**config.mk**
```make
export PLATFORM = sky130hd
export DESIGN_NAME = muldiv_unit
export DESIGN_NICKNAME = d
export VERILOG_FILES = /design/src/rtl/muldiv_unit.sv
export SDC_FILE = /design/constraint.sdc
export NUM_CORES = 1
export LEC_CHECK = 0
export CORE_MARGIN = 2
export CORE_UTILIZATION = 40
export DETAILED_ROUTE_END_ITERATION = 10
export PLACE_DENSITY = 0.68
export SLEW_MARGIN = 15
export SYNTH_ARGS = -nofsm -noshare
export SYNTH_HDL_FRONTEND = slang
export SYNTH_SLANG_ARGS = --single-unit
export TNS_END_PERCENT = 100
```
**constraint.sdc**
```tcl
create_clock -name clk -period 10.69 [get_ports clk]
set_input_delay 2.138 -clock clk [delete_from_list [all_inputs] [get_ports clk]]
set_output_delay 2.138 -clock clk [all_outputs]
set_load 0.05 [all_outputs]
```
**src/rtl/muldiv_unit.sv**
```systemverilog
// ---------------------------------------------------------------------------
// muldiv_unit -- iterative integer multiply / divide unit (RV32M op set).
//
// Multiplies use a 32-step shift-add and divides a 32-step restoring divide.
// Both work on operand magnitudes, and the sign is applied to the final value.
// Division by zero and the signed overflow case (0x80000000 / -1) bypass the
// iteration and complete on the cycle after accept.
//
// Optional feature macro: MULDIV_FAST_MUL_EN
//   defined   -> multiply ops are computed combinationally and complete on the
//                cycle after accept (busy never asserted).
//   undefined -> multiply ops iterate for 32 cycles, exactly like divides.
//
// Handshake: a request is taken on a rising edge where start=1 and the unit is
// ready (state IDLE or DONE) and flush=0. The result is valid while done=1
// (a one-cycle pulse) and stays on `result` until the next accepted start.
//
// Ports:
//   clk     in   rising-edge clock
//   rst_n   in   asynchronous active-low reset
//   start   in   request strobe (sampled only when ready)
//   op      in   [2:0] MUL,MULH,MULHSU,MULHU,DIV,DIVU,REM,REMU
//   a       in   [31:0] rs1 (multiplicand / dividend)
//   b       in   [31:0] rs2 (multiplier / divisor)
//   flush   in   synchronous abort, wins over start
//   busy    out  high while iterating (state CALC)
//   done    out  one-cycle result-valid pulse (state DONE)
//   result  out  [31:0] last result
// ---------------------------------------------------------------------------
module muldiv_unit (
    input  logic        clk,
    input  logic        rst_n,
    input  logic        start,
    input  logic [2:0]  op,
    input  logic [31:0] a,
    input  logic [31:0] b,
    input  logic        flush,
    output logic        busy,
    output logic        done,
    output logic [31:0] result
);

    typedef enum logic [1:0] {
        S_IDLE = 2'd0,
        S_CALC = 2'd1,
        S_DONE = 2'd2
    } state_t;

    state_t      state_q, state_d;
    logic [4:0]  cnt_q, cnt_d;
    logic [2:0]  op_q, op_d;
    logic        neg_q, neg_d;     // final value must be negated
    logic [31:0] m_q, m_d;         // multiplicand or divisor magnitude
    logic [63:0] acc_q, acc_d;     // mul: {partial hi, multiplier}; div: {rem, quotient}
    logic [31:0] result_q, result_d;

    logic        ready, accept;
    logic        a_signed, b_signed, a_neg, b_neg;
    logic [31:0] a_mag, b_mag;
    logic        b_zero, div_ovf;
    logic [32:0] mul_sum, div_part, div_diff;
    logic [63:0] step_acc;
    logic [63:0] prod_fix;
    logic [31:0] quo_fix, rem_fix;
    logic [31:0] calc_res;

    assign ready  = (state_q != S_CALC);
    assign accept = start && ready && !flush;

    // Signedness of each operand by op: MULH, MULHSU, DIV, REM treat a as signed;
    // MULH, DIV, REM treat b as signed.
    assign a_signed = (op == 3'b001) || (op == 3'b010) || (op == 3'b100) || (op == 3'b110);
    assign b_signed = (op == 3'b001) || (op == 3'b100) || (op == 3'b110);
    assign a_neg    = a_signed && a[31];
    assign b_neg    = b_signed && b[31];
    assign a_mag    = a_neg ? (32'd0 - a) : a;
    assign b_mag    = b_neg ? (32'd0 - b) : b;
    assign b_zero   = (b == 32'd0);
    assign div_ovf  = ((op == 3'b100) || (op == 3'b110)) &&
                      (a == 32'h8000_0000) && (b == 32'hFFFF_FFFF);

    // One iteration of the datapath, chosen by the latched op.
    always_comb begin
        mul_sum  = {1'b0, acc_q[63:32]} + (acc_q[0] ? {1'b0, m_q} : 33'd0);
        div_part = {acc_q[63:32], acc_q[31]};
        // Partial remainder is always < 2*divisor, so a clear bit 32 means it fits.
        div_diff = div_part - {1'b0, m_q};
        step_acc = {mul_sum, acc_q[31:1]};
        if (op_q[2]) begin
            if (!div_diff[32]) begin
                step_acc = {div_diff[31:0], acc_q[30:0], 1'b1};
            end else begin
                step_acc = {div_part[31:0], acc_q[30:0], 1'b0};
            end
        end
    end

    // Sign correction and selection of the final value from the last step.
    always_comb begin
        prod_fix = neg_q ? (64'd0 - step_acc) : step_acc;
        quo_fix  = neg_q ? (32'd0 - step_acc[31:0])  : step_acc[31:0];
        rem_fix  = neg_q ? (32'd0 - step_acc[63:32]) : step_acc[63:32];
        case (op_q)
            3'b000:         calc_res = prod_fix[31:0];
            3'b001, 3'b010,
            3'b011:         calc_res = prod_fix[63:32];
            3'b100, 3'b101: calc_res = quo_fix;
            default:        calc_res = rem_fix;
        endcase
    end

`ifdef MULDIV_FAST_MUL_EN
    logic signed [63:0] fast_a, fast_b;
    logic        [63:0] fast_prod;
    logic        [31:0] fast_res;

    always_comb begin
        fast_a    = {{32{a_neg}}, a};
        fast_b    = {{32{b_neg}}, b};
        fast_prod = fast_a * fast_b;
        fast_res  = (op == 3'b000) ? fast_prod[31:0] : fast_prod[63:32];
    end
`endif

    always_comb begin
        state_d  = state_q;
        cnt_d    = cnt_q;
        op_d     = op_q;
        neg_d    = neg_q;
        m_d      = m_q;
        acc_d    = acc_q;
        result_d = result_q;
        if (flush) begin
            state_d = S_IDLE;
            cnt_d   = 5'd0;
        end else begin
            case (state_q)
                S_CALC: begin
                    acc_d = step_acc;
                    cnt_d = cnt_q + 5'd1;
                    if (cnt_q == 5'd31) begin
                        state_d  = S_DONE;
                        cnt_d    = 5'd0;
                        result_d = calc_res;
                    end
                end
                S_IDLE, S_DONE: begin
                    state_d = S_IDLE;
                    if (accept) begin
                        op_d  = op;
                        cnt_d = 5'd0;
                        if (op[2]) begin
                            m_d   = b_mag;
                            acc_d = {32'd0, a_mag};
                            // Remainder follows the dividend; quotient the sign XOR.
                            neg_d = op[1] ? a_neg : (a_neg ^ b_neg);
                        end else begin
                            m_d   = a_mag;
                            acc_d = {32'd0, b_mag};
                            neg_d = a_neg ^ b_neg;
                        end
                        if (op[2] && b_zero) begin
                            state_d  = S_DONE;
                            result_d = op[1] ? a : 32'hFFFF_FFFF;
                        end else if (op[2] && div_ovf) begin
                            state_d  = S_DONE;
                            result_d = op[1] ? 32'd0 : 32'h8000_0000;
                        end
`ifdef MULDIV_FAST_MUL_EN
                        else if (!op[2]) begin
                            state_d  = S_DONE;
                            result_d = fast_res;
                        end
`endif
                        else begin
                            state_d = S_CALC;
                        end
                    end
                end
                default: state_d = S_IDLE;
            endcase
        end
    end

    always_ff @(posedge clk or negedge rst_n) begin
        if (!rst_n) begin
            state_q  <= S_IDLE;
            cnt_q    <= 5'd0;
            op_q     <= 3'd0;
            neg_q    <= 1'b0;
            m_q      <= 32'd0;
            acc_q    <= 64'd0;
            result_q <= 32'd0;
        end else begin
            state_q  <= state_d;
            cnt_q    <= cnt_d;
            op_q     <= op_d;
            neg_q    <= neg_d;
            m_q      <= m_d;
            acc_q    <= acc_d;
            result_q <= result_d;
        end
    end

    assign busy   = (state_q == S_CALC);
    assign done   = (state_q == S_DONE);
    assign result = result_q;

endmodule

```
# Word level (Yosys, flattened, before mapping)
# Cells that the tools add are included.
[op_classes]
eq_ne = 20
n_mux = 32
n_bitwise = 2
reduce_logical = 27
add_sub_neg = 8
[ops]
columns = ["operator", "n"]
rows = [
  ["$mux W32", 13],
  ["$mux W64", 4],
  ["$pmux W64 S2", 1],
  ["$sub A1 B32 Y32 const A", 4],
  ["$pmux W32 S3", 1],
  ["$eq A32 B32 Y1 const B", 2],
  ["$pmux W32 S2", 1],
  ["$sub A1 B64 Y64 const A", 1],
  ["$add A32 B32 Y33", 1],
  ["$sub A33 B32 Y33", 1],
  ["$logic_not A32 Y1", 1],
  ["$mux W5", 3],
  ["$eq A3 B3 Y1 const B", 4],
  ["$mux W2", 5],
  ["$pmux W5 S2", 1],
  ["$eq A3 B2 Y1 const B", 3],
  ["$logic_and A1 B1 Y1", 8],
  ["$eq A3 B1 Y1 const B", 2],
  ["$logic_or A1 B1 Y1", 6],
  ["$ne A3 B3 Y1 const B", 2],
  ["$reduce_and A3 Y1", 2],
  ["$add A5 B1 Y5 const B", 1],
  ["$eq A5 B5 Y1 const B", 1],
  ["$reduce_and A5 Y1", 1],
  ["17 further kinds", 20],
]
[totals]
reg_bits = 139
inputBits = 71
elab_cells = 96
out_inout_bits = 34

# Depth between registers and ports, before layout
[depth]
word_depth = 10
ltp_mapped = 25
mapped_depth_nobuf = 24

# Worst setup path after synthesis
# Ideal clock, no wire load.
[synth_path]
path_kind = "reg2reg"
startpoint = "reg op_q[2]"
endpoint = "reg result_q[20] (netlist: result[20])"
stages_incl_launch_ff = 21
path_slack_ns = 4.911
arrival_ns = 5.636
synth_period_minus_slack_ns = 5.779
required_ns = 10.548
n_path_buf = 8
setup_ns = 0.142
cell_sequence = "dfrtp_1 -> buf_1 -> clkbuf_1 -> buf_2 -> buf_1 -> clkbuf_1 -> clkbuf_1 -> clkbuf_1 -> mux2i_1 -> ha_1 -> nand4bb_1 -> nor4_1 -> nand4b_1 -> or2_2 -> clkbuf_1 -> a2111o_1 -> or2_2 -> o31ai_1 -> xnor2_1 -> a221oi_1 -> o221ai_1"
[synth_via]
elab_chain_len = 6
word_cells_on_any_way = 18
classes_between = "add/sub (3); eq/ne (5); mux (7); reduce/logical (3)"
[synth_lines]
columns = ["item", "line_no", "text"]
rows = [
  ["start, declared", "51", "logic [2:0] op_q, op_d;"],
  ["start signal, assigned", "197", "op_q <= op_d;"],
  ["$mux W64", "89", "if (op_q[2]) begin"],
  ["$sub A1 B64 Y64 (tied with other cells)", "100", "prod_fix = neg_q ? (64'd0 - step_acc) : step_acc;"],
  ["$mux W64 (tied with other cells)", "100", ""],
  ["$pmux W32 S3 *", "103", "case (op_q)"],
  ["$mux W32 *", "141", "if (cnt_q == 5'd31) begin"],
  ["$pmux W32 S2 *", "137", "case (state_q)"],
  ["end signal, assigned", "201", "result_q <= result_d;"],
  ["end, declared", "55", "logic [31:0] result_q, result_d;"],
]
# Every way passes the cells marked *; elsewhere a longest branch is shown, timed or not. The select of a mux whose other input is x is not followed.
# A chain may end at the register's enable or synchronous reset.

# Worst setup path in the final report
[layout_path]
startpoint = "in a[0]"
endpoint = "reg result_q[26] (netlist: result[26])"
[layout_via]
elab_chain_len = 6
[layout_lines]
columns = ["item", "line_no", "text"]
rows = [
  ["start, declared", "35", "input logic [31:0] a,"],
  ["$eq A32 B32 Y1", "80", "(a == 32'h8000_0000) && (b == 32'hFFFF_FFFF);"],
  ["$logic_and A1 B1 Y1", "79", "assign div_ovf = ((op == 3'b100) || (op == 3'b110)) &&"],
  ["$logic_and A1 B1 Y1", "80", ""],
  ["$logic_and A1 B1 Y1", "165", "end else if (op[2] && div_ovf) begin"],
  ["$ne A3 B3 Y1 (no line)", "-", ""],
  ["$reduce_and A5 Y1 (no line)", "-", ""],
]
# No other way between the ends.

==> flow_summary.json <==
{
  "status": "finished, final reports clean",
  "drtIter0Drc": 2159,
  "met1_usage": 0.4121,
  "clkTransAtPathRegs_ps": 70,
  "cts-hold-fix-buffers": 0,
  "end_kind": "register",
  "synth_area_per_cell_um2": 7.242,
  "finalSetupViolCount": 0,
  "setup_tns_ps": 0,
  "swShare": 0.5605,
  "ant_nets": 0,
  "start_kind": "input pin",
  "start_util": 0.4055,
  "synthesis.area_um2": 15710,
  "timing.fmax_mhz": 149.8,
  "synth-edff-count": 0,
  "cp_max_fo": 49,
  "place.gp.congestion": 0.9700,
  "synth_area_leaders": "dfrtp_1 (22%), o21ai_0 (6.9%), a21oi_1 (6.5%), nand2_1 (6.3%), ha_1 (5.7%)",
  "ys.flop_type": "dfrtp_1",
  "dp_hpwl_mm": 49.55,
  "rr_worst_depth": 17,
  "drt-total-wl_mm": 63.78,
  "antenna_cells": 0,
  "min_period_ps": 6676,
  "clkPwrFrac": 0.127,
  "power_switching_w": 0.002692,
  "p_leak_nw": 6.997,
  "holdCritPathClass": "reg2reg",
  "cts_tree": "built",
  "fin_crit_sh": 0.6245,
  "async_reset_ff_frac": 1.000,
  "synth_top_area_share": 0.2214,
  "r2r-start": "acc_q[0]",
  "grt_pass1_vias": 15990,
  "worstSetupPathType": "in2reg",
  "die_h_um": 202.2,
  "cts.sinks": 139,
  "fin_nets": 2325,
  "avgRoutedWirePerCell_um": 23.52,
  "first_pass_iters": 6,
  "port_buffers": 104,
  "syn_nets": 2313,
  "ys_ff_latch": 139,
  "synth_top_area_cell": "dfrtp_1",
  "use_met2": 0.4810,
  "seq_power_share": 0.172,
  "clock_path_buffers": 2,
  "internal-power_w": 0.002111,
  "drc": 0,
  "hold_depth": 2,
  "max_stage_delay_ps": 760,
  "slowest_stage": "nor4_1",
  "irDropWorstVdd_v": 0.0001736,
  "reg2reg_slack_ps": 4350,
  "worst_pin_slew_ps": 983.5,
  "ys_warn_count": 0,
  "finalNonFillerCells": 2712,
  "fin_worst_skew_ps": 16.37,
  "insertion_delay_ps": 450,
  "slew-limit-headroom": 0.3374,
  "drive_gt1_frac": 0.05515,
  "combPwrFrac": 0.701,
  "die_w_um": 202.2,
  "core_area_um2": 38740,
  "drv_cap": 0,
  "vias_per_cell": 6.342,
  "hp-start": "result[0]",
  "syn2layout_area_growth_pct": 12.39,
  "post_cts_buffers": 0,
  "track_usage": 0.3077,
  "grt_pass1_wl_mm": 97.18,
  "hold_viol_final": 0,
  "crit_arrival_ps": 7040,
  "layout_commonest_cell": "nand2_1",
  "clockRootBuffer": "clkbuf_16",
  "top_usage_layer": "met2",
  "final_cell_mix": "nand2_1 (262), nor2_1 (217), o21ai_0 (216)",
  "fp-row-count": 72,
  "grt_max_degree": 116,
  "antenna_found_initial": 0,
  "crit_chain": "clkdlybuf4s50_1, inv_1, ha_1, nor3b_1, nand2_1, nor4_1, nand3_1, nor3_1, nand4_1, nand2_1, nand2_1, a21o_1, buf_4, inv_1, nand2_1, a21oi_1, o221ai_1, o211ai_1",
  "hold_path_end": "result[0]",
  "cts_buffers": 17,
  "path_common_cell": "nand2_1",
  "reg2reg_to": "result[28]",
  "io_pins": 105,
  "htree_levels": 4,
  "dieArea_um2": 40870,
  "nFillCells": 3922,
  "ys_seq_area_frac": 0.2214,
  "yosysUniqueCellTypes": 88,
  "worstPathRequired_ps": 11050,
  "grt_overflow": 0,
  "postSynthCellCount": 2169,
  "grt_setup_unrepaired": "false",
  "cts-resized-gates": 0,
  "power_density_nw_per_um2": 272.0,
  "dp.cells": 2680,
  "timing.final.max_slew_violations": 0,
  "num_vias": 17200,
  "use_met3": 0.05466
}
metal layers:
layer / share of wire / wire (um)
met1: 0.42 / 26830
met2: 0.45 / 28540
met3: 0.083 / 5318
met4: 0.049 / 3104
met5: 0 / 0
cells by family after synthesis:
kind of cell / share of synthesized area
AOI/OAI and AO/OA: 0.3082
adders and majority gates: 0.05910
DFF: 0.2214
muxes: 0.03353
buffers and inverters: 0.05153
xor gates and xnor gates: 0.09311
and+or+nand+nor: 0.2331
registers in the layout, summed over array words and instances (netlist names):
signal / count
result: 32
state_q: 2
neg_q: 1
acc_q: 64
op_q: 3
m_q: 32
cnt_q: 5
power groups by stage:
stage / Combinational, W / Sequential, W / Clock, W
after CTS: 0.00327 / 0.000819 / 0.000614
after floorplan: 0.00232 / 0.000753 / 0
after detailed placement: 0.00325 / 0.000829 / 0
after global routing: 0.00362 / 0.000840 / 0.000635
after global placement: 0.00322 / 0.000823 / 0
final: 0.00336 / 0.000826 / 0.000612
metrics by stage:
stage | total power (W) | setup WS, ps | hold WS, ps | cell area (um^2) | util
finish | 0.004803 | 4014 | 480.4 | 17650 | 0.4557
global route | 0.005096 | 3487 | 508.3 | 17650 | 0.4557
CTS | 0.004703 | 4203 | 474.8 | 17650 | 0.4557
floorplan | 0.003077 | 4911 | 463.2 | 15710 | -
detailed placement | 0.004075 | 3746 | 460.2 | 17080 | 0.4409
global placement | 0.004038 | 3971 | 467.1 | 17080 | 0.4409
worst max-delay path by stage:
stage | start | endpoint | slack, ps
2_1_floorplan | op_q[2] | result[20] | 4910
3_3_place_gp | a[0] | result[26] | 3970
3_5_place_dp | a[0] | result[26] | 3750
4_1_cts | a[0] | result[26] | 4200
5_1_grt | a[0] | result[26] | 3490
6_report | a[0] | result[26] | 4010
area by class of cell:
cell class | count | area [um^2] | share of cell area
Inverter | 71 | 266.5 | 0.01510
Multi-Input combinational cell | 1821 | 11440 | 0.6478
Clock buffer | 18 | 429.2 | 0.02431
Timing Repair Buffer | 131 | 1242 | 0.07038
Sequential cell | 139 | 3485 | 0.1974
Clock inverter | 14 | 147.6 | 0.008363
Tap cell | 518 | 648.1 | 0.03671
synth_stat cells (all sizes together), types with 10 or more instances:
library cell	n
a211oi	33
a21o	27
a21oi	206
a221oi	14
a22o	20
a31oi	37
and2	39
and3	14
buf	33
clkbuf	105
dfrtp	139
ha	71
inv	70
mux2	13
mux2i	38
nand2	264
nand2b	20
nand3	40
nand4	31
nor2	218
nor2b	13
nor3	45
nor3b	10
nor4	19
o211ai	28
o21a	11
o21ai	220
o221ai	20
o22ai	14
o31ai	28
o41ai	14
or2	12
or3	19
or4	11
xnor2	96
xor2	71
critical path, delay by kind of cell:
family          cells  cell delay, ps
buf+inv             4            1360
compound gates      4             730
simple gates        9            2590
fa+ha+maj           1             180
No activity file was read; power rests on OpenSTA's default activity.
==> RTL change (same flow settings) <==
Reset style: synchronous (`rst_n`), changed in one clocked block. Comments in the files are not updated.
--- a/src/rtl/muldiv_unit.sv
+++ b/src/rtl/muldiv_unit.sv
@@ -184,3 +184,3 @@
 
-    always_ff @(posedge clk or negedge rst_n) begin
+    always_ff @(posedge clk) begin
         if (!rst_n) begin
Formal check against the unedited RTL: differs if rst_n is asserted again (counterexample within 4 cycles, from zero or initial values and one cycle with rst_n low); with rst_n held inactive, the same outputs for 4 cycles.
==> RTL change against the unedited design <==
- design area rose by 2.9%
- hold slack got worse by 0.0091 ns
- setup slack worse by 0.22 ns
- wire length is 8.4% higher
- utilization fell by 0.16 points
- critical path depth is 3 lower
- first-iteration DRC count fell by 0.93%
- sequential cell count is the same
- non-clock buffer count grew 5
- global-route usage rose by 1.3 points
- area after synthesis increased by 3.8%
Power is not compared: it rests on default switching activity, and its combinational part moved more than twofold at a synthesized area within 25%.
==> RTL change: results <==
[worst_setup_path]
cpPeakStageDelay_ns = 0.88
r2r_slack_ns = 4.16
worstReg2RegStart = "acc_q[31]"
reg2reg_depth = 26
endpoint = "result[31]"
worst_ep_arrival_time_ns = 7.24

[logic_synthesis]
synth_area_leaders = "dfxtp_1 (17%), a21oi_1 (6.6%), nor2_1 (6.2%)"
syn-num-nets = 2504
synth_top_area_share_pct = 17.07
synthTopCellsByCount = "nor2_1 (269), nand2_1 (228), a21oi_1 (214)"
synthArstFlopShare_pct = 0

[outcome]
run_status = "completed"

[sta]
hold_ws_ns = 0.4713

[drt]
drt_first_pass_iters = 8
wl_per_cell_um = 23.93
met1_length_mm = 28.87
routed_wirelength_mm = 69.13
vias = 18480

[grt]
use_met3_pct = 3.737
antenna_found_initial = 2
grt_util_met1_pct = 42.76

[cells_and_area]
drive_above_1_share_pct = 6.345
regArea_um2 = 2789
multi_input_area_share_pct = 69.21

[min_path]
min_from = "m_q[28]"
## RTL change: cell count changes in the layout (fill, tap and decap cells not counted), moves of 25 or more
cell / before / now
a22oi_1: 4 / 29
a211oi_1: 30 / 64
nand2_1: 262 / 228
nor2_1: 217 / 266
o21ai_0: 216 / 176
o211ai_1: 26 / 52
dfxtp_1: 0 / 136
dfrtp_1: 136 / 0
## RTL change: where the power goes
group / internal [mW] / switching [mW] / total [mW] / leakage, nW
Clock: 0.310 / 0.283 / 0.594 / 0.280
Combinational: 0.223 / 0.439 / 0.663 / 5.34
Sequential: 0.538 / 0.0297 / 0.568 / 1.13
## RTL change: cell families (layout without fill, tap and decap cells)
kind of cell	count (synthesis)	count (layout)	synth area share (%)
mux	55	55	3.454
xor+xnor	158	158	8.489
simple gates	866	866	25.92
buf+inv	244	248	5.956
compound gates	825	825	33.42
fa+ha+maj	73	73	5.695
flops	139	139	17.07
